==> src/rtl/matvec_ctrl.sv <==
// Control FSM and address sequencer for the matrix-vector multiply datapath.
// Loads M*N matrix words (row-major) and N vector words from the input stream,
// then walks each row through the memories, steers the accumulator, and
// presents one result per row on the output stream. Holds no data itself.
module matvec_ctrl #(
  parameter int M      = 3,
  parameter int N      = 3,
  parameter int RD_LAT = 1
) (
  input  logic                   clk,
  input  logic                   reset,
  input  logic                   input_valid,
  output logic                   input_ready,
  output logic                   output_valid,
  input  logic                   output_ready,
  output logic [$clog2(M*N)-1:0] m_addr,
  output logic                   m_wr_en,
  output logic [$clog2(N)-1:0]   x_addr,
  output logic                   x_wr_en,
  output logic                   acc_en,
  output logic                   acc_clear
);

  localparam int MW = $clog2(M*N);
  localparam int XW = $clog2(N);
  localparam int RW = (M > 1) ? $clog2(M) : 1;
  localparam int DW = (RD_LAT > 1) ? $clog2(RD_LAT) : 1;

  localparam logic [MW-1:0] MAT_LAST   = MW'(M*N-1);
  localparam logic [MW-1:0] VEC_LAST   = MW'(N-1);
  localparam logic [XW-1:0] COL_LAST   = XW'(N-1);
  localparam logic [RW-1:0] ROW_LAST   = RW'(M-1);
  localparam logic [DW-1:0] DRAIN_LAST = DW'(RD_LAT-1);

  typedef enum logic [2:0] {
    LOAD_M,
    LOAD_X,
    ISSUE,
    DRAIN,
    OUT
  } state_e;

  state_e            state_q, state_d;
  logic [MW-1:0]     cnt_q, cnt_d;
  logic [RW-1:0]     row_q, row_d;
  logic [XW-1:0]     col_q, col_d;
  logic [DW-1:0]     drn_q, drn_d;
  logic [RD_LAT-1:0] iss_pipe_q;
  logic [RD_LAT-1:0] clr_pipe_q;
  logic              issue;
  logic              issue_first;
  logic              accept;

  // State and counter registers.
  always_ff @(posedge clk or posedge reset) begin
    if (reset) begin
      state_q <= LOAD_M;
      cnt_q   <= '0;
      row_q   <= '0;
      col_q   <= '0;
      drn_q   <= '0;
    end else begin
      state_q <= state_d;
      cnt_q   <= cnt_d;
      row_q   <= row_d;
      col_q   <= col_d;
      drn_q   <= drn_d;
    end
  end

  // Delay the issue flags by the memory read latency so the accumulator
  // enables line up with the data arriving at the MAC input.
  always_ff @(posedge clk or posedge reset) begin
    if (reset) begin
      iss_pipe_q <= '0;
      clr_pipe_q <= '0;
    end else begin
      iss_pipe_q <= RD_LAT'({iss_pipe_q, issue});
      clr_pipe_q <= RD_LAT'({clr_pipe_q, issue_first});
    end
  end

  assign acc_en    = iss_pipe_q[RD_LAT-1];
  assign acc_clear = clr_pipe_q[RD_LAT-1];

  // Next-state, counter updates and state-gated strobes/addresses.
  always_comb begin
    state_d      = state_q;
    cnt_d        = cnt_q;
    row_d        = row_q;
    col_d        = col_q;
    drn_d        = drn_q;
    input_ready  = 1'b0;
    output_valid = 1'b0;
    m_addr       = '0;
    m_wr_en      = 1'b0;
    x_addr       = '0;
    x_wr_en      = 1'b0;
    issue        = 1'b0;
    issue_first  = 1'b0;
    accept       = 1'b0;

    case (state_q)
      LOAD_M: begin
        input_ready = ~reset;
        accept      = input_valid & input_ready;
        m_addr      = cnt_q;
        m_wr_en     = accept;
        if (accept) begin
          if (cnt_q == MAT_LAST) begin
            state_d = LOAD_X;
            cnt_d   = '0;
          end else begin
            cnt_d = cnt_q + MW'(1);
          end
        end
      end

      LOAD_X: begin
        input_ready = ~reset;
        accept      = input_valid & input_ready;
        x_addr      = cnt_q[XW-1:0];
        x_wr_en     = accept;
        if (accept) begin
          if (cnt_q == VEC_LAST) begin
            state_d = ISSUE;
            cnt_d   = '0;
            row_d   = '0;
            col_d   = '0;
          end else begin
            cnt_d = cnt_q + MW'(1);
          end
        end
      end

      ISSUE: begin
        issue       = 1'b1;
        issue_first = (col_q == '0);
        m_addr      = MW'(row_q) * MW'(N) + MW'(col_q);
        x_addr      = col_q;
        if (col_q == COL_LAST) begin
          state_d = DRAIN;
          drn_d   = '0;
        end else begin
          col_d = col_q + XW'(1);
        end
      end

      DRAIN: begin
        if (drn_q == DRAIN_LAST) begin
          state_d = OUT;
        end else begin
          drn_d = drn_q + DW'(1);
        end
      end

      OUT: begin
        output_valid = 1'b1;
        if (output_ready) begin
          if (row_q == ROW_LAST) begin
            state_d = LOAD_M;
            cnt_d   = '0;
            row_d   = '0;
          end else begin
            state_d = ISSUE;
            row_d   = row_q + RW'(1);
            col_d   = '0;
          end
        end
      end

      default: begin
        state_d = LOAD_M;
        cnt_d   = '0;
        row_d   = '0;
        col_d   = '0;
        drn_d   = '0;
      end
    endcase
  end

endmodule

==> config.mk <==
export PLATFORM = sky130hd
export DESIGN_NAME = matvec_ctrl
export DESIGN_NICKNAME = d
export VERILOG_FILES = /design/src/rtl/matvec_ctrl.sv
export SDC_FILE = /design/constraint.sdc
export NUM_CORES = 1
export LEC_CHECK = 0
export ABC_CLOCK_PERIOD_IN_PS = 2820
export BUFFER_PORTS_ARGS = -buffer_cell sky130_fd_sc_hd__buf_4
export CAP_MARGIN = 40
export CORE_MARGIN = 5
export CORE_UTILIZATION = 40
export DETAILED_ROUTE_END_ITERATION = 7
export PLACE_DENSITY_LB_ADDON = 0.25
export SLEW_MARGIN = 10
export SYNTH_ARGS = -nofsm -noshare
export SYNTH_HDL_FRONTEND = slang
export SYNTH_SLANG_ARGS = --single-unit
==> constraint.sdc <==
create_clock -name clk -period 2.82 [get_ports clk]
set_clock_uncertainty 0.1 [all_clocks]
set_input_delay 0.705 -clock clk [delete_from_list [all_inputs] [get_ports clk]]
set_output_delay 0.705 -clock clk [all_outputs]
set_load 0.1 [all_outputs]
==> summary.md, run 1 <==
| Metric | Value |
|---|---|
| Status | `complete, but fails checks` |
| Violated checks | `negative setup slack` |
| Yosys cell types | `36` |
| Nets@finish | `158` |
| Die footprint | `0.003700 mm²` |
| Fillers | `227` |
| TritonCTS Buffers | `3` |
| Avg WL per Cell | `15.13 µm` |
| Core ar. | `0.002477 mm²` |
| Critical path cell sequence | `inv_2, fa_1, inv_2, ha_4, inv_2, fa_2, a211oi_4, buf_12` |
| Vias per cell | `5.509` |
| CTS tree | `built` |
| Crit. path cell count | `8` |
| Gr ovfl total | `0` |
| Worst Setup Path Type | `reg -> out` |
| Ant. Diodes | `0` |
| Area growth syn-to-layout | `36.56%` |
| CTS Buffer Depth | `2` |
| Critical path startpoint | `col_q[1]` |
| Switching share of power | `56.65%` |
| Pins over their slew limit | `0` |
| Period minus WS final | `~3300 ps` |
| Hold WS | `350.2 ps` |
| DR DRC count | `0` |
| Io pins | `16` |
| Yosys warning count | `0` |
| Pwr dens | `roughly 1100 mW/mm²` |
| Largest stage delay, worst path | `about 550 ps` |
| Worst path top cell family by delay | `adder cells` |
| Share of cells above drive strength 1 | `39.72%` |
| Antenna violations before repair | `0` |
| Pre-Repair DR Iteration Count | `4` |
| Crit end category | `output pin` |
| Root Buffer | `clkbuf_4` |
| Cell-internal power | `0.6928 mW` |
| Initial core utilization | `a little over two fifths` |
| Post-Syn Area | `0.001033 mm²` |
| Setup crit start kind | `register` |
| Setup-failing EPs final | `2` |
| Comb power frac | `71.6%` |
| Reg2Reg Depth | `4` |
| Sequential share of power | `20.9%` |
| Largest net degree at the start of global routing | `19` |
| Gr usage total | `16.29%` |
| HPWL after DPL | `between 1500 and 2000 µm` |
| Psw | `between 0.9 and 1 mW` |
| Die height | `a little over 60 µm` |
| Slew margin rel. | `67.29%` |
| Max-Cap Viols | `0` |
| DRT antenna net count | `0` |
| Synth top area cells | `dfrtp_1 31%, ha_1 12%, nor2_1 5.4%, inv_1 4.7%, fa_1 3.9%` |
| Register bit total from synthesis | `13` |
| Leakage power | `0.6255 nW` |
| Gpl congestion | `0.8072` |
| Number of global-route vias before repair | `953` |
| Worst-path fanout max | `2` |
| Pre-CTS WS | `-153.3 ps` |
| Max VDD drop | `roughly 0.97 mV` |
| Worst-margin pin slew | `484.0 ps` |
| DRT Wirelength | `2587 µm` |
| Syn nets | `131` |
| Port Buf Inserts | `15` |
| # clock sinks | `13` |
| Leading area contributor after synthesis | `dfrtp_1` |
| Syn_area_per_cell | `roughly 9 µm²` |
| Worst skew pair latency | `280 ps` |
| RR Startpoint | `state_q[1]` |
| Die Wd | `60.83 µm` |
| Finished Layout Cells | `approximately 170` |
| Final setup margin | `-431.3 ps` |
| Final hold violations | `0` |
| Slowest cell on crit path | `fa_1` |
| Post-synthesis sequential area ratio | `31.48%` |
| Crit path buf inv count | `4` |
| Hold_buf cts | `0` |
| Period utilization | `115.3%` |
| RSZ-0062 raised after global routing | `yes` |
| Mapped Cells | `115` |
| Worst EP required | `2020 ps` |
| DR vias | `~940` |
| Synth top area share | `31.48%` |
| Max Fclk | `0.3076 GHz` |
| Hold crit path type | `in -> async` |
| Placed cell count | `163` |
| Clock transition at path regs | `80 ps` |
| Htree depth | `1` |
| Clk pwr share | `7.5%` |
| Critical path arrival | `2450 ps` |
| Rows | `18` |
| Most used cell, CP | `inv_2` |
| DR iter-0 viols | `30` |
| First-pass GRT wire length | `4478 µm` |
## layer usage
layer | share of wire [%] | global-route usage, %
met1 | 47 | 23.92
met2 | 45 | 23.51
met3 | 6.1 | 2.979
met4 | 1.6 | 6.502
met5 | 0 | 0
## metrics by stage
stage | instance area (µm²) | total power [mW] | utilization (%) | TNS (ps)
6_report | 1411 | 1.598 | 56.97 | -693.1
5_1_grt | 1411 | 1.694 | 56.97 | -917.9
4_1_cts | 1365 | 1.536 | 55.10 | -721.3
3_5_place_dp | 1303 | 1.349 | 52.58 | -165.4
3_3_place_gp | 1303 | 1.334 | 52.58 | -128.6
2_1_floorplan | 1109 | 1.135 | - | -919.4
## state kept, by name, indices dropped and copies added (netlist names)
name	flops
cnt_q	4
acc_en	1
col_q	2
acc_clear	1
row_q	2
state_q	3
## layout make-up
class	instances	area [µm²]	share of cell area, %
clock buffer	4	26.28	1.862
inverter	13	48.80	3.457
multi-input combinational	83	724.4	51.33
sequential	13	326.6	23.14
tap	30	37.54	2.660
timing repair buffer	28	247.7	17.55
## cell families after synthesis
| group | synth area share (%) |
|---|---|
| muxes | 4.358 |
| AOI/OAI and AO/OA | 15.98 |
| DFF | 31.48 |
| adders and majority gates | 15.98 |
| and+or+nand+nor | 25.18 |
| buffers and inverters | 7.021 |
## power by group through the flow
stage                     Combinational, mW  Clock [mW]  Sequential [mW]
after floorplan                       0.828           0            0.306
after global placement                 1.01           0            0.328
after detailed placement               1.02           0            0.331
after CTS                              1.09       0.119            0.328
after global routing                   1.22       0.127            0.344
final                                  1.14       0.120            0.334
## cells in the final DEF, fill, tap and decap left out, types with 3 or more instances in the layout
cell type	count
and2_1	3
buf_12	3
buf_4	25
clkbuf_4	3
dfrtp_1	12
ha_1	9
inv_1	8
inv_2	5
nand2_1	6
nand2b_1	3
nand3_1	3
nor2_1	10
nor2_2	3
nor3_1	4
o21ai_0	6
## cells in the mapped netlist, drive strengths merged
master / number
nor2: 15
dfrtp: 13
inv: 13
ha: 10
nand2: 6
nor3: 6
o21ai: 6
clkbuf: 4
nand2b: 4
a211oi: 3
and2: 3
mux2i: 3
nand3: 3
nor4: 3
a22oi: 2
a32o: 2
buf: 2
fa: 2
nor4bb: 2
a21oi: 1
a22o: 1
a2bb2oi: 1
a311o: 1
mux2: 1
o211ai: 1
o21bai: 1
o22ai: 1
o311ai: 1
o31ai: 1
or2: 1
or3b: 1
or4: 1
## worst register-to-register path, delay by kind of cell, from the launching register on
kind / cells / cell delay (ps)
and+or+nand+nor: 3 / 940
AOI/OAI and AO/OA: 1 / 370
DFF: 1 / 540
## final timing paths
kind / end / slack, ps
min in group clk: cnt_q[0] / 530
max in group asynchronous: state_q[0] / 2080
worst min register to register: cnt_q[0] / 530
worst max-delay path: m_addr[2] / -430
worst min-delay path: state_q[1] / 350
worst max register to register: row_q[0] / 750
## repair_timing
action | in CTS | in global routing
gates resized for setup | 7 | 6
setup endpoints to repair | 3 | 5
pin swaps | 1 | 2
setup buffers | 1 | 3
(Power assumes the default switching activity.)
==> inputs of run 2 (changes only) <==
Settings changed: TNS_END_PERCENT set to 20.
==> run 2 against run 1 <==
Largest cell class unchanged. Critical path type unchanged. Cell count down 2.3%. Routed wire length down 4.9%. The flow still finishes with violations (negative setup slack). Final area down 5.4%. Sequential cell count unchanged. Highest routed layer unchanged. Total power down 5.4%. Setup slack better by 48 ps. Utilization down 3.1 points. Hold slack better by 17 ps. First-iteration DRC count down 57%. Non-clock buffer count down 4. Critical path depth unchanged. Largest power group unchanged.
==> summary.md, run 2 (synthesis gave the netlist of run 1 again) <==
| Metric | Value |
|---|---|
| Worst-margin pin slew | `488.8 ps (+4.792 ps)` |
| Root Buffer | `clkbuf_4` |
| Number of global-route vias before repair | `913 (-4.2%)` |
| Violated checks | `negative setup slack` |
| Final hold violations | `0 (unchanged)` |
| Largest net degree at the start of global routing | `19 (unchanged)` |
| Gr ovfl total | `0 (unchanged)` |
| Post-route cell area | `0.001335 mm² (-5.4%)` |
| Most common library cell in the layout ignoring fill and taps | `buf_4` |
| Clock transition at path regs | `90 ps (about the same)` |
| Largest register FFs | `4 (unchanged)` |
| Status | `complete, but fails checks` |
| Vias per cell | `5.407 (-1.8%)` |
| Rows | `18 (unchanged)` |
| M3 GR Usage | `2.979% (unchanged)` |
| Port Buf Inserts | `15 (unchanged)` |
| Pins over their slew limit | `0 (unchanged)` |
| Share of cells above drive strength 1 | `33.58% (-6.1 points)` |
| Nets@finish | `154 (-2.5%)` |
| Final setup margin | `-383.2 ps (+48.07 ps)` |
| Leakage power | `0.6065 nW (-3.0%)` |
| Worst skew pair latency | `270 ps (about the same)` |
| DRT antenna net count | `0 (unchanged)` |
| Post-layout util | `53.89% (-3.1 points)` |
| Post-CTS setup buffers | `0 (-1)` |
| RSZ-0062 raised after global routing | `yes` |
| Most used routing layer | `met2` |
| Max VDD drop | `0.7856 mV (-19%)` |
| Pre-Repair DR Iteration Count | `4 (unchanged)` |
| Die Wd | `60.83 µm (unchanged)` |
| Critical path arrival | `2400 ps (-50 ps)` |
| Worst-path fanout max | `2 (unchanged)` |
| Reg2Reg Depth | `6 (+2)` |
| Initial core utilization | `41.72% (unchanged)` |
| GR Util met2 | `25.95% (+2.4 points)` |
| Fillers | `238 (+4.8%)` |
| Period utilization | `113.6% (-1.7 points)` |
| Worst EP required | `2020 ps (about the same)` |
| CTS Buffer Depth | `2 (unchanged)` |
| RR Startpoint | `cnt_q[0]` |
| DR vias | `903 (-4.1%)` |
| Setup-failing EPs final | `2 (unchanged)` |
| Period minus WS final | `3203 ps (-48.07 ps)` |
| Largest regs | `cnt_q x4, state_q x3` |
| Reg2reg end | `cnt_q[3]` |
| Die height | `60.83 µm (unchanged)` |
| Max Fclk | `0.3122 GHz (+1.5%)` |
| Gr usage total | `15.94% (-0.36 points)` |
| Area growth syn-to-layout | `29.18%` |
| Io pins | `16 (unchanged)` |
| Placed Area | `0.001267 mm² (-2.7%)` |
| R2R setup slack | `930 ps (+180 ps)` |
| DR iter-0 viols | `13 (-57%)` |
| HPWL after DPL | `1867 µm (-0.52%)` |
| Core ar. | `0.002477 mm² (unchanged)` |
| Crit end category | `output pin` |
| Avg WL per Cell | `14.74 µm (-2.6%)` |
| First-pass GRT wire length | `4381 µm (-2.2%)` |
| Gpl congestion | `0.8123 (+0.63%)` |
| Hold crit path type | `in -> async` |
| Worst Setup Path Type | `reg -> out` |
| Largest register by flop count | `cnt_q` |
| TritonCTS Buffers | `3 (unchanged)` |
| Ant. Diodes | `0 (unchanged)` |
| Antenna violations before repair | `0 (unchanged)` |
| # clock sinks | `13 (unchanged)` |
| Most frequent cells in the layout | `21 x buf_4, 14 x nor2_1, 12 x dfrtp_1, 9 x inv_1, 9 x ha_1` |
| Pre-CTS WS | `-141.0 ps (+12.30 ps)` |
| CTS tree | `built` |
| Slew margin rel. | `66.97% (-0.32 points)` |
| Htree depth | `1 (unchanged)` |
| Met1 Use GR | `21.41% (-2.5 points)` |
| DR DRC count | `0 (unchanged)` |
| Setup crit start kind | `register` |
| Max-Cap Viols | `0 (unchanged)` |
| DRT Wirelength | `2461 µm (-4.9%)` |
| Hold_buf cts | `0 (unchanged)` |
| Pwr dens | `1132 mW/mm² (about the same)` |
| Die footprint | `0.003700 mm² (unchanged)` |
## run 2: final cells by class
class / count / area [µm²] / area share, %
Timing Repair Buffer: 24 / 217.7 / 16.31
Tap cell: 30 / 37.54 / 2.812
Inverter: 13 / 48.80 / 3.655
Sequential cell: 13 / 326.6 / 24.46
Multi-Input combinational cell: 83 / 678.2 / 50.80
Clock buffer: 4 / 26.28 / 1.968
## run 2: through the flow
stage	cells	hold WS [ps]	total power, mW	TNS, ps
after floorplan	115	440.0	1.098	-2659
after global placement	163	509.3	1.292	-157.8
after detailed placement	163	523.9	1.308	-237.8
after CTS	167	360.9	1.503	-652.3
after global routing	167	366.6	1.619	-947.8
final	167	367.0	1.512	-616.8
## run 2: how the worst max path moves through the flow
stage,depth (start not counted),end,start,slack (ps)
after global placement,8,m_addr[2],col_q[1],-100
after detailed placement,8,m_addr[2],col_q[1],-140
after CTS,8,m_addr[2],col_q[1],-400
after floorplan,7,m_addr[2],col_q[1],-530
after global routing,8,m_addr[2],col_q[1],-510
final,8,m_addr[2],col_q[1],-380
## run 2: repair_timing
item,4_1_cts,5_1_grt
pin swaps,1,0
setup endpoints to repair,3,5
gates resized for setup,8,3
## run 2: report_power, final
part           switching [mW]  internal (mW)  total (mW)
combinational           0.694          0.361        1.06
sequential             0.0988          0.237       0.336
clock                  0.0658         0.0548       0.121
## run 2: layer usage
metal	part of all wire, %	vias to the layer above	wire length [µm]
met1	46	437	1125
met3	5.7	2	140
met5	0	-	0
li1	-	443	-
met4	0.61	0	15
met2	48	21	1178
## run 2: worst max-delay path, cell delays in order (launching register included)
cell and delay [ps]:
dfrtp_1 370, inv_2 50, fa_1 520, inv_1 40
ha_2 160, inv_2 60, fa_2 450, a211oi_4 260
buf_12 210
==> inputs of run 3 (changes only) <==
Settings changed: REMOVE_ABC_BUFFERS set to 1.
==> run 3 against run 2 <==
The flow still finishes with violations (negative setup slack). Fmax decreased by 2.3%. Routed wire length grew 1.3%. Cell count is 3.0% higher. Critical path depth unchanged. Global-route usage shrank 0.55 points. Sequential power fell by 6.5%. Die area is the same.
==> summary.md, run 3 (synthesis gave the netlist of run 1 again) <==
| Metric | Value |
|---|---|
| Ant. Diodes | `0 (unchanged)` |
| Reg2Reg Depth | `10 (+4)` |
| Clock transition at path regs | `90 ps (about the same)` |
| Final setup margin | `-458.1 ps (-74.90 ps)` |
| Worst-path fanout max | `2 (unchanged)` |
| Worst-margin pin slew | `433.5 ps (-55.31 ps)` |
| Hold crit path type | `in -> async` |
| Placed cell count | `164 (+0.61%)` |
| CTS Buffer Depth | `2 (unchanged)` |
| Pins over their slew limit | `0 (unchanged)` |
| Gr ovfl total | `0 (unchanged)` |
| Number of global-route vias before repair | `934 (+2.3%)` |
| Die footprint | `0.003700 mm² (unchanged)` |
| Core ar. | `0.002477 mm² (unchanged)` |
| Io pins | `16 (unchanged)` |
| Period minus WS final | `3278 ps (+74.90 ps)` |
| Crit end category | `output pin` |
| Largest register FFs | `4 (unchanged)` |
| Die height | `60.83 µm (unchanged)` |
| Most frequent cells in the layout | `26 x buf_4, 15 x nor2_1, 13 x dfrtp_1, 9 x inv_1, 9 x ha_1` |
| Rows | `18 (unchanged)` |
| DR DRC count | `0 (unchanged)` |
| Setup crit start kind | `register` |
| Vias per cell | `5.442 (+0.64%)` |
| Finished Layout Cells | `172 (+3.0%)` |
| Pre-CTS WS | `-190.3 ps (-49.32 ps)` |
| Total Power | `1.437 mW (-4.9%)` |
| Critical path arrival | `2470 ps (+70 ps)` |
| Most common library cell in the layout ignoring fill and taps | `buf_4` |
| Placed Area | `0.001235 mm² (-2.6%)` |
| Fillers | `236 (-0.84%)` |
| Post-route cell area | `0.001315 mm² (-1.5%)` |
| Final hold violations | `0 (unchanged)` |
| Area growth syn-to-layout | `27.24%` |
| Htree depth | `1 (unchanged)` |
| DRT Wirelength | `2493 µm (+1.3%)` |
| Pwr dens | `1093 mW/mm² (-3.5%)` |
| Largest regs | `cnt_q x4, state_q x3` |
| Violated checks | `negative setup slack` |
| First-pass GRT wire length | `4326 µm (-1.3%)` |
| Worst skew pair latency | `270 ps (about the same)` |
| DRT antenna net count | `0 (unchanged)` |
| Die Wd | `60.83 µm (unchanged)` |
| RSZ-0062 raised after global routing | `yes` |
| Setup TNS | `-763.5 ps (-146.7 ps)` |
| HPWL after DPL | `1891 µm (+1.3%)` |
| TritonCTS Buffers | `3 (unchanged)` |
| Leakage power | `0.6173 nW (+1.8%)` |
| Avg WL per Cell | `14.49 µm (-1.6%)` |
| Largest register by flop count | `cnt_q` |
| R2R setup slack | `700 ps (-230 ps)` |
| Initial core utilization | `41.72% (unchanged)` |
| Max VDD drop | `0.6762 mV (-14%)` |
| DR vias | `936 (+3.7%)` |
| Share of cells above drive strength 1 | `32.39% (-1.2 points)` |
| CTS tree | `built` |
| Gpl congestion | `0.8416 (+3.6%)` |
| Nets@finish | `159 (+3.2%)` |
| RR Startpoint | `row_q[0]` |
| Hold WS | `329.6 ps (-37.45 ps)` |
| Pre-Repair DR Iteration Count | `4 (unchanged)` |
| Setup-failing EPs final | `2 (unchanged)` |
| Port Buf Inserts | `15 (unchanged)` |
| Period utilization | `116.2% (+2.7 points)` |
| Gr usage total | `15.39% (-0.55 points)` |
| Crit path capture | `m_addr[2]` |
| Largest net degree at the start of global routing | `19 (unchanged)` |
| Post-layout util | `53.08% (-0.81 points)` |
| # clock sinks | `13 (unchanged)` |
| Antenna violations before repair | `0 (unchanged)` |
| Reg2reg end | `cnt_q[3]` |
| Max-Cap Viols | `0 (unchanged)` |
| Worst Setup Path Type | `reg -> out` |
| DR iter-0 viols | `23 (+10)` |
| Max Fclk | `0.3051 GHz (-2.3%)` |
| Root Buffer | `clkbuf_4` |
| Slew margin rel. | `70.71% (+3.7 points)` |
| Status | `complete, but fails checks` |
| Critical path startpoint | `row_q[0]` |
| Worst EP required | `2020 ps (about the same)` |
[run 3: cell count changes in the layout (fill, tap and decap cells not counted)]
cell,change
dfrtp_1,+1
nor3_1,+2
a211oi_2,+2
nor2_1,+1
nor2_2,-1
fa_2,-1
buf_12,-3
fa_1,+1
buf_4,+5
nor3_2,-2
dfrtp_2,-1
a211oi_4,-2
buf_6,+3
[run 3: final cells by class]
| type | count | area (µm²) | share of cell area [%] |
|---|---|---|---|
| clock buffers | 4 | 26.28 | 1.998 |
| inverters | 13 | 48.80 | 3.711 |
| flip-flops and latches | 13 | 325.3 | 24.74 |
| well taps | 30 | 37.54 | 2.854 |
| multi-input cells | 83 | 648.1 | 49.29 |
| repair buffers | 29 | 229.0 | 17.41 |
[run 3: how the worst min path moves through the flow]
stage,start,end,slack [ps],cells past startpoint
3_5_place_dp,cnt_q[1],cnt_q[1],510,2
5_1_grt,reset,state_q[2],350,3
3_3_place_gp,cnt_q[0],cnt_q[0],500,2
2_1_floorplan,row_q[1],row_q[1],430,2
6_report,reset,state_q[0],330,3
4_1_cts,reset,state_q[2],340,3
[run 3: worst max-delay path: stages, from the launching register on]
cell and delay, ps:
dfrtp_1 380, inv_2 50, fa_1 530, inv_1 50
ha_2 180, inv_2 50, fa_1 430, a211oi_2 280
buf_6 260
[run 3: repair_timing]
action,in CTS,in global routing
buffers inserted,2,2
pin swaps,3,2
endpoints found under the setup margin,2,3
cloned,0,0
hold buffers,0,0
resized for setup,7,3
[run 3: power by group]
part	leakage [nW]	switching, mW	internal (mW)	total (mW)
clock network	0.0150	0.0655	0.0547	0.120
registers	0.165	0.0787	0.236	0.314
logic	0.437	0.687	0.315	1.00
[run 3: layer usage]
metal | vias to the layer above | wire, µm | part of all wire [%] | track usage (%)
li1 | 456 | - | - | -
met1 | 453 | 1048 | 42 | 19.12
met2 | 25 | 1342 | 54 | 28.40
met3 | 2 | 88 | 3.5 | 1.489
met4 | 0 | 14 | 0.56 | 3.715
met5 | - | 0 | 0 | 0
